## src/rtl/voq_req_gen.sv

```systemverilog
`default_nettype none
// ============================================================================
// Module   : voq_req_gen
// Purpose  : Virtual-output-queue occupancy tracker and request generator.
//            Keeps one occupancy counter per (source, destination) pair,
//            counts cell arrivals in and scheduler grants out, and presents
//            a registered request matrix (one bit per non-empty VOQ) to the
//            scheduler together with the total number of queued cells.
// Revision : 1.0 - initial release
// ----------------------------------------------------------------------------
// Ports
//   clk           in   1          rising-edge clock
//   rst_n         in   1          asynchronous active-low reset
//   arr_valid     in   1          cell arrival offered this cycle
//   arr_ready     out  1          offered arrival is accepted (combinational)
//   arr_src       in   LOG_W      arrival source index
//   arr_dst       in   LOG_W      arrival destination index
//   gnt_valid     in   1          Gnt is valid this cycle
//   Gnt           in   N*N        grant matrix, bit s*N+d = source s, dest d
//   Req           out  N*N        registered request matrix (VOQ non-empty)
//   occ_total     out  2*LOG_W+CNT_W  registered total queued cells
//   err_gnt_empty out  1          sticky: a valid grant hit an empty VOQ
//   flush         in   1          synchronous clear of all VOQ state
// ============================================================================
module voq_req_gen #(
  parameter int PPE_WIDTH = 8,
  parameter int PPE_LOG_W = 3,
  parameter int CNT_W     = 4
) (
  input  logic                                 clk,
  input  logic                                 rst_n,
  input  logic                                 arr_valid,
  output logic                                 arr_ready,
  input  logic [PPE_LOG_W-1:0]                 arr_src,
  input  logic [PPE_LOG_W-1:0]                 arr_dst,
  input  logic                                 gnt_valid,
  input  logic [PPE_WIDTH*PPE_WIDTH-1:0]       Gnt,
  output logic [PPE_WIDTH*PPE_WIDTH-1:0]       Req,
  output logic [PPE_LOG_W*2+CNT_W-1:0]         occ_total,
  output logic                                 err_gnt_empty,
  input  logic                                 flush
);

  localparam int                c_NN      = PPE_WIDTH * PPE_WIDTH;
  localparam int                c_K_W     = 2 * PPE_LOG_W;
  localparam int                c_OCC_W   = PPE_LOG_W * 2 + CNT_W;
  localparam logic [CNT_W-1:0]  c_CNT_MAX = {CNT_W{1'b1}};

  // --------------------------------------------------------------------------
  // State
  // --------------------------------------------------------------------------
  logic [CNT_W-1:0]   r_cnt [c_NN];
  logic [c_NN-1:0]    r_req;
  logic [c_OCC_W-1:0] r_occ;
  logic               r_err;

  // --------------------------------------------------------------------------
  // Arrival acceptance
  // --------------------------------------------------------------------------
  // PPE_WIDTH is a power of two, so src*N+dst is plain concatenation.
  logic [c_K_W-1:0] w_k;
  logic             w_k_full;
  logic             w_k_gnt;
  logic             w_accept;

  assign w_k      = {arr_src, arr_dst};
  assign w_k_full = (r_cnt[w_k] == c_CNT_MAX);
  // A full VOQ can still take a cell if a cell leaves it in the same cycle.
  assign w_k_gnt  = gnt_valid & Gnt[w_k];

  // Held low in reset and during flush so nothing upstream believes a cell
  // was taken while state is being cleared.
  assign arr_ready = rst_n & ~flush & (~w_k_full | w_k_gnt);
  assign w_accept  = arr_valid & arr_ready;

  // --------------------------------------------------------------------------
  // Per-VOQ next-count computation
  // --------------------------------------------------------------------------
  logic [c_NN-1:0]  w_inc;
  logic [c_NN-1:0]  w_dec;
  logic [c_NN-1:0]  w_gnt_empty;
  logic [CNT_W-1:0] w_cnt_nxt [c_NN];

  for (genvar j = 0; j < c_NN; j++) begin : g_voq
    assign w_inc[j]       = w_accept & (w_k == c_K_W'(j));
    // Only a non-empty VOQ can be decremented; a grant on an empty one is an
    // error event and never underflows the counter.
    assign w_dec[j]       = gnt_valid & Gnt[j] & (r_cnt[j] != '0);
    assign w_gnt_empty[j] = gnt_valid & Gnt[j] & (r_cnt[j] == '0);

    // Arrival and grant on the same VOQ cancel; the count (and so Req) holds.
    assign w_cnt_nxt[j] = ( w_inc[j] & ~w_dec[j]) ? r_cnt[j] + CNT_W'(1) :
                          (~w_inc[j] &  w_dec[j]) ? r_cnt[j] - CNT_W'(1) :
                                                    r_cnt[j];
  end

  // --------------------------------------------------------------------------
  // Occupancy total: +1 per accepted arrival, -1 per effective decrement.
  // The width covers N*N*(2^CNT_W-1), so no wrap is possible.
  // --------------------------------------------------------------------------
  logic [c_OCC_W-1:0] w_dec_cnt;
  logic [c_OCC_W-1:0] w_occ_nxt;

  always_comb begin
    w_dec_cnt = '0;
    for (int i = 0; i < c_NN; i++) begin
      w_dec_cnt = w_dec_cnt + c_OCC_W'(w_dec[i]);
    end
  end

  assign w_occ_nxt = r_occ + c_OCC_W'(w_accept) - w_dec_cnt;

  // --------------------------------------------------------------------------
  // Registers. Req is derived from the next count so a cell accepted in
  // cycle t requests in t+1, and a VOQ emptied in t drops its request in t+1.
  // --------------------------------------------------------------------------
  always_ff @(posedge clk or negedge rst_n) begin
    if (!rst_n) begin
      for (int i = 0; i < c_NN; i++) begin
        r_cnt[i] <= '0;
      end
      r_req <= '0;
      r_occ <= '0;
      r_err <= 1'b0;
    end else if (flush) begin
      // Flush wins over any same-cycle arrival or grant.
      for (int i = 0; i < c_NN; i++) begin
        r_cnt[i] <= '0;
      end
      r_req <= '0;
      r_occ <= '0;
      r_err <= 1'b0;
    end else begin
      for (int i = 0; i < c_NN; i++) begin
        r_cnt[i] <= w_cnt_nxt[i];
        r_req[i] <= (w_cnt_nxt[i] != '0);
      end
      r_occ <= w_occ_nxt;
      r_err <= r_err | (|w_gnt_empty);
    end
  end

  assign Req           = r_req;
  assign occ_total     = r_occ;
  assign err_gnt_empty = r_err;

endmodule
`default_nettype wire

```

## config.mk

```make
export PLATFORM = sky130hd
export DESIGN_NAME = voq_req_gen
export DESIGN_NICKNAME = d
export VERILOG_FILES = /design/src/rtl/voq_req_gen.sv
export SDC_FILE = /design/constraint.sdc
export NUM_CORES = 1
export LEC_CHECK = 0
export CAP_MARGIN = 20
export CORE_UTILIZATION = 62
export DETAILED_ROUTE_END_ITERATION = 8
export PLACE_DENSITY = 0.81
export SYNTH_ARGS = -nofsm -noshare
export SYNTH_HDL_FRONTEND = slang
export SYNTH_SLANG_ARGS = --single-unit
```

## constraint.sdc

```tcl
create_clock -name clk -period 10.7 [get_ports clk]
set_clock_uncertainty 0.1 [all_clocks]
set_input_delay 1.605 -clock clk [delete_from_list [all_inputs] [get_ports clk]]
set_output_delay 1.605 -clock clk [all_outputs]
set_load 0.1 [all_outputs]
```

== Word-level counts from Yosys, hierarchy flattened ==
Cells that the tools add are included.
Storage, ports and cells
  bits of input ports: 75
  output and inout port bits: 76
  bits in registers: 331
Cells by class
  $add $sub $neg: 193
  equal/unequal tests: 64
  bitwise operators: 521
  order comparisons: 2
  reduce and logical (&&, ||, !) cells: 194
  mux-type cells: 137
Operator list (number)
  10-bit by 1-bit adder with 10-bit output: 55
  4-bit 2-to-1 mux: 130
  4-bit nonzero test: 128
  1-bit AND: 388
  4-bit by 1-bit adder with 4-bit output, second input constant: 64
  4-bit zero test: 64
  256-bit 2-to-1 mux: 1
  4-bit by 1-bit subtractor with 4-bit output, second input constant: 64
  6-bit == test, second input constant: 32
  1-bit inverter: 130
  6-bit by 5-bit == test with 1-bit output, second input constant: 16
  64-bit 2-to-1 mux: 1
  64-bit OR reduction: 1
  6-bit by 4-bit == test with 1-bit output, second input constant: 8
  4-bit binary-select mux with 6-bit select: 1
  6-bit by 3-bit == test with 1-bit output, second input constant: 4
  6-bit by 2-bit == test with 1-bit output, second input constant: 2
  9-bit by 1-bit adder with 10-bit output: 1
  10-bit 2-to-1 mux: 1
  10-bit subtractor: 1
  8-bit by 1-bit adder with 9-bit output: 1
  7-bit by 1-bit adder with 8-bit output: 1
  6-bit by 1-bit adder with 7-bit output: 1
  7-bit greater-or-equal comparator, second input constant: 1
  other kinds (13): 15

== Longest topological paths before layout ==
  depth after elaboration: 67
  mapped depth: 36
  gate-level depth less buffers: 31

== Worst setup path before layout ==
OpenSTA, ideal clock, no wires.
  kind: input to register
  start point: in gnt_valid
  end point: reg r_occ[9] (netlist: occ_total[9])
  buffers on the path: 3
  required time: 10.468 ns
  path slack: 1.689 ns
  stages on the path: 30
  arrival: 8.780 ns
  path through: clkbuf_1 > clkbuf_1 > clkbuf_1 > nand2_1 > a21oi_1 > fa_1 > inv_1 > ha_1 > fa_1 > inv_1 > fa_1 > fa_1 > fa_1 > inv_1 > fa_1 > fa_1 > inv_1 > fa_1 > fa_1 > inv_1 > ha_1 > inv_1 > fa_1 > nor2b_1 > o21ai_0 > nand2b_1 > a21o_1 > a21oi_1 > xnor2_1 > nor2_1
On the way
  word-level cells in the longest chain between the ends: 67
  elaborated cells between the ends (all ways): 198
  classes of those cells: 65 x add/sub; 1 x mux; 132 x bitwise
Ends and longest elaborated chain
  start, declared: RTL line 36  | input logic gnt_valid,
  1-bit AND (2 in a row): RTL line 88  | assign w_dec[j] = gnt_valid & Gnt[j] & (r_cnt[j] != '0);
  1-bit by 1-bit adder with 2-bit output: RTL line 107  | w_dec_cnt = w_dec_cnt + c_OCC_W'(w_dec[i]);
  2-bit by 1-bit adder with 3-bit output: RTL line 107
  3-bit by 1-bit adder with 4-bit output: RTL line 107
  4-bit by 1-bit adder with 5-bit output: RTL line 107
  5-bit by 1-bit adder with 6-bit output: RTL line 107
  6-bit by 1-bit adder with 7-bit output: RTL line 107
  7-bit by 1-bit adder with 8-bit output: RTL line 107
  8-bit by 1-bit adder with 9-bit output: RTL line 107
  9-bit by 1-bit adder with 10-bit output: RTL line 107
  10-bit by 1-bit adder with 10-bit output (54 in a row): RTL line 107
  10-bit subtractor *: RTL line 111  | assign w_occ_nxt = r_occ + c_OCC_W'(w_accept) - w_dec_cnt;
  10-bit 2-to-1 mux *: RTL line 125  | end else if (flush) begin
  end signal, assigned: RTL line 138  | r_occ <= w_occ_nxt;
  end, declared: RTL line 54  | logic [c_OCC_W-1:0] r_occ;
Every way passes the cells marked *; elsewhere a longest branch is shown, timed or not.

== Worst setup path after layout ==
Ends and elaborated chain as after synthesis.

==> impl_metrics.xml <==
<?xml version="1.0" encoding="UTF-8"?>
<metrics>
  <group name="sta">
    <metric name="setup_repair_after_global_routing_missed_its_margin" unit="">false</metric>
    <metric name="worst_slew_pin_slew" unit="ns">1.15</metric>
    <metric name="fmaxAchievable" unit="MHz">114</metric>
    <metric name="finalHoldViolCount" unit="">0</metric>
    <metric name="timing.slew.headroom" unit="%">23.0</metric>
    <metric name="min_period" unit="ns">8.79</metric>
    <metric name="hold_ws" unit="ns">0.404</metric>
    <metric name="slew_violations" unit="">0</metric>
    <metric name="count_of_endpoints_failing_setup_in_the_final_report" unit="">0</metric>
    <metric name="min_period_over_period" unit="%">82.2</metric>
    <metric name="final_critical_path_setup_slack" unit="ns">1.91</metric>
    <metric name="final_setup_tns" unit="ns">0</metric>
  </group>
  <group name="worst_setup_path">
    <metric name="crit_arrival" unit="ns">9.11</metric>
    <metric name="timing.reg2reg.setup_slack" unit="ns">2.68</metric>
    <metric name="reg_to_reg_startpoint" unit="">r_cnt[124]</metric>
    <metric name="critical_path_source_type" unit="">primary input</metric>
    <metric name="r2r.worst_path.cells" unit="">29</metric>
    <metric name="critical_path_required" unit="ns">11.02</metric>
    <metric name="rr_endpoint" unit="">occ_total[9]</metric>
    <metric name="crit_fanout" unit="">20</metric>
    <metric name="critPathCaptureType" unit="">flop</metric>
    <metric name="path_class" unit="">in2reg</metric>
  </group>
  <group name="cts">
    <metric name="count_of_h_tree_levels_built_during_cts" unit="">2</metric>
    <metric name="tritoncts" unit="">yes</metric>
    <metric name="cts_post_setup_buffers_inserted" unit="">0</metric>
    <metric name="cts_made_buffers" unit="">40</metric>
    <metric name="cts.sinks" unit="">331</metric>
    <metric name="cts_buffer_depth" unit="">3</metric>
    <metric name="worst_skew_pair.late_latency" unit="ns">0.58</metric>
    <metric name="cts_resized" unit="">0</metric>
    <metric name="ctsRootBufferMaster" unit="">clkbuf_16</metric>
    <metric name="clkSlewWorstSetupHoldPaths" unit="ns">0.06</metric>
    <metric name="hold_buffers" unit="">0</metric>
  </group>
  <group name="power_and_ir_drop">
    <metric name="leakagePower" unit="nW">14.0</metric>
    <metric name="power_per_unit_of_standard_cell_area" unit="nW/um^2">224</metric>
    <metric name="report.power.total" unit="mW">7.11</metric>
    <metric name="peak_vdd_ir" unit="V">0.000283</metric>
  </group>
  <group name="floorplan">
    <metric name="io_pins" unit="">151</metric>
    <metric name="die_width" unit="um">216</metric>
    <metric name="die_area" unit="um^2">46700</metric>
    <metric name="standard_cell_row_count" unit="">78</metric>
    <metric name="die_h" unit="um">216</metric>
    <metric name="floorplan.initialDensity" unit="%">62.8</metric>
    <metric name="coreArea" unit="um^2">45300</metric>
  </group>
  <group name="layout">
    <metric name="layout_commonest_cell" unit="">dfrtp_1</metric>
    <metric name="drive_gt1_share" unit="%">9.51</metric>
    <metric name="flow.area_growth_from_synthesis" unit="%">11.7</metric>
    <metric name="post-route-util" unit="%">70.2</metric>
    <metric name="design.final.nets" unit="">3503</metric>
    <metric name="layout.cells.most_common_list" unit="">331 x dfrtp_1, 325 x nand2_1, 312 x nor2_1</metric>
  </group>
  <group name="routing">
    <metric name="first_iter_violations" unit="">3036</metric>
    <metric name="remaining_drc_errors" unit="">0</metric>
    <metric name="antenna_violating_nets_post_route" unit="">0</metric>
    <metric name="dr.pass1.iters" unit="">6</metric>
    <metric name="route.detailed.vias_per_inst" unit="">6.45</metric>
    <metric name="routed_wirelength" unit="um">88100</metric>
    <metric name="routed-via-count" unit="">24500</metric>
    <metric name="drt-wirelength-per-cell" unit="um">23.2</metric>
  </group>
  <group name="synth">
    <metric name="post_synth_instance_area" unit="um^2">28400</metric>
    <metric name="synth_cell_type_count" unit="">56</metric>
    <metric name="postSynthCellCount" unit="">3060</metric>
    <metric name="synth_simple_gate_area_share" unit="%">19.6</metric>
    <metric name="post_synth_mux_area_share" unit="%">15.4</metric>
    <metric name="synth_compound_gate_area_share" unit="%">10.8</metric>
    <metric name="synth_edf_count" unit="">0</metric>
    <metric name="synth.ff_latch_count" unit="">331</metric>
    <metric name="synth_warnings" unit="">0</metric>
    <metric name="syn_area_per_cell" unit="um^2">9.30</metric>
    <metric name="seq_area_frac_synth" unit="%">29.1</metric>
    <metric name="post_synth_fa_ha_maj_area_fraction" unit="%">13.1</metric>
    <metric name="largest_family_of_logic_cells_by_synthesized_area" unit="">simple AND/OR/NAND/NOR gates</metric>
    <metric name="dominantRegCellSynth" unit="">dfrtp_1</metric>
    <metric name="synth_fp_nets" unit="">3394</metric>
    <metric name="synth-xor-area-share" unit="%">5.94</metric>
    <metric name="postSynth.asyncResetShare" unit="%">100</metric>
  </group>
  <group name="placed_design">
    <metric name="detailed_place_hpwl" unit="um">66300</metric>
    <metric name="finalWeightedCongestion" unit="">1.09</metric>
    <metric name="dp_slack" unit="ns">1.42</metric>
    <metric name="io_buffers" unit="">150</metric>
  </group>
  <group name="min_path">
    <metric name="hp-class" unit="">reg2reg</metric>
    <metric name="timing.hold.worst_endpoint" unit="">err_gnt_empty</metric>
    <metric name="min-delay-start" unit="">err_gnt_empty</metric>
    <metric name="worstHoldPathCells" unit="">2</metric>
  </group>
  <group name="global_routing">
    <metric name="groute.usage.overall" unit="%">37.8</metric>
    <metric name="grt_overflow" unit="">0</metric>
    <metric name="grt_max_degree" unit="">115</metric>
    <metric name="first_pass_grt_wire_length" unit="um">136000</metric>
    <metric name="number_of_global_route_vias_before_repair" unit="">23600</metric>
    <metric name="grt_antenna_before_repair" unit="">6</metric>
  </group>
  <group name="run_status">
    <metric name="run_status" unit="">finished, final reports clean</metric>
  </group>
  <group name="flow_run">
    <metric name="max_cap_viol_count" unit="">0</metric>
  </group>
</metrics>
## Yosys cell counts, drive strengths merged (60+ instances only)
library cell	number	area (um^2)
nor3	61	315
fa	65	1300
clkbuf	68	255
and2	84	526
mux4	82	1850
nand3	136	681
nand2	325	1220
o21ai	60	300
nor2	312	1170
mux2i	205	2050
dfrtp	331	8280
xnor2	149	1310
inv	297	1110
ha	194	2430
a21oi	98	596
## worst max-delay path, cell delays in order
cell	delay, ns
buf_2	0.42
buf_4	0.38
and3_1	0.34
inv_1	0.15
fa_1	0.45
ha_1	0.23
fa_1	0.39
inv_1	0.09
fa_1	0.47
fa_1	0.56
inv_1	0.05
fa_1	0.42
fa_1	0.57
fa_1	0.45
fa_1	0.55
inv_1	0.06
fa_1	0.48
inv_1	0.07
ha_1	0.17
inv_1	0.06
fa_1	0.37
nor2b_1	0.16
o21ai_0	0.09
nand2b_1	0.11
a21o_1	0.12
a21oi_1	0.07
xnor2_1	0.15
nor2_1	0.05
## worst max path at each step
stage / from / to / slack (ns) / depth (start not counted)
after detailed placement: gnt_valid / occ_total[9] / 1.42 / 28
final: gnt_valid / occ_total[9] / 1.91 / 28
after floorplan: gnt_valid / occ_total[9] / 1.69 / 30
after global placement: gnt_valid / occ_total[9] / 1.48 / 28
after CTS: gnt_valid / occ_total[9] / 1.99 / 28
after global routing: gnt_valid / occ_total[9] / 1.60 / 28
## state kept, by name (all words and copies together), names as in the netlist
| register | flops |
|---|---|
| r_cnt | 256 |
| Req | 64 |
| occ_total | 10 |
| err_gnt_empty | 1 |
## power by group
group          switching, mW  internal (mW)  total (mW)
combinational           2.47           1.61        4.08
sequential             0.154           1.42        1.57
clock                  0.574          0.890        1.46
total                   3.20           3.92        7.11
## area by class of cell
type / count / area (um^2)
Multi-Input combinational cell: 2316 / 18500
Fill cell: 3365 / 13500
Sequential cell: 331 / 8280
Timing Repair Buffer: 178 / 1760
Clock buffer: 56 / 1140
Inverter: 302 / 1130
Tap cell: 600 / 751
Clock inverter: 14 / 234
Antenna cell: 6 / 15.0
## cell families after synthesis
kind of cell,after synthesis
simple gates,1173
compound gates,361
flops,331
fa+ha+maj,259
mux,330
buf+inv,413
xor+xnor,193
## metal layers
| layer | GRT usage [%] | part of all wire, % | vias up |
|---|---|---|---|
| met5 | 0 | 0.041 | - |
| met4 | 20.7 | 5.9 | 6 |
| met3 | 9.56 | 11 | 291 |
| met2 | 57.4 | 45 | 1385 |
| met1 | 49.5 | 39 | 12000 |
| li1 | - | - | 10800 |
## stage by stage
stage               area [um^2]  instances
finish                    31800       3803
global route              31800       3797
CTS                       31700       3796
detailed placement        30400       3726
global placement          30400       3726
floorplan                 28400       3060
Power figures use the tool's default switching activity.
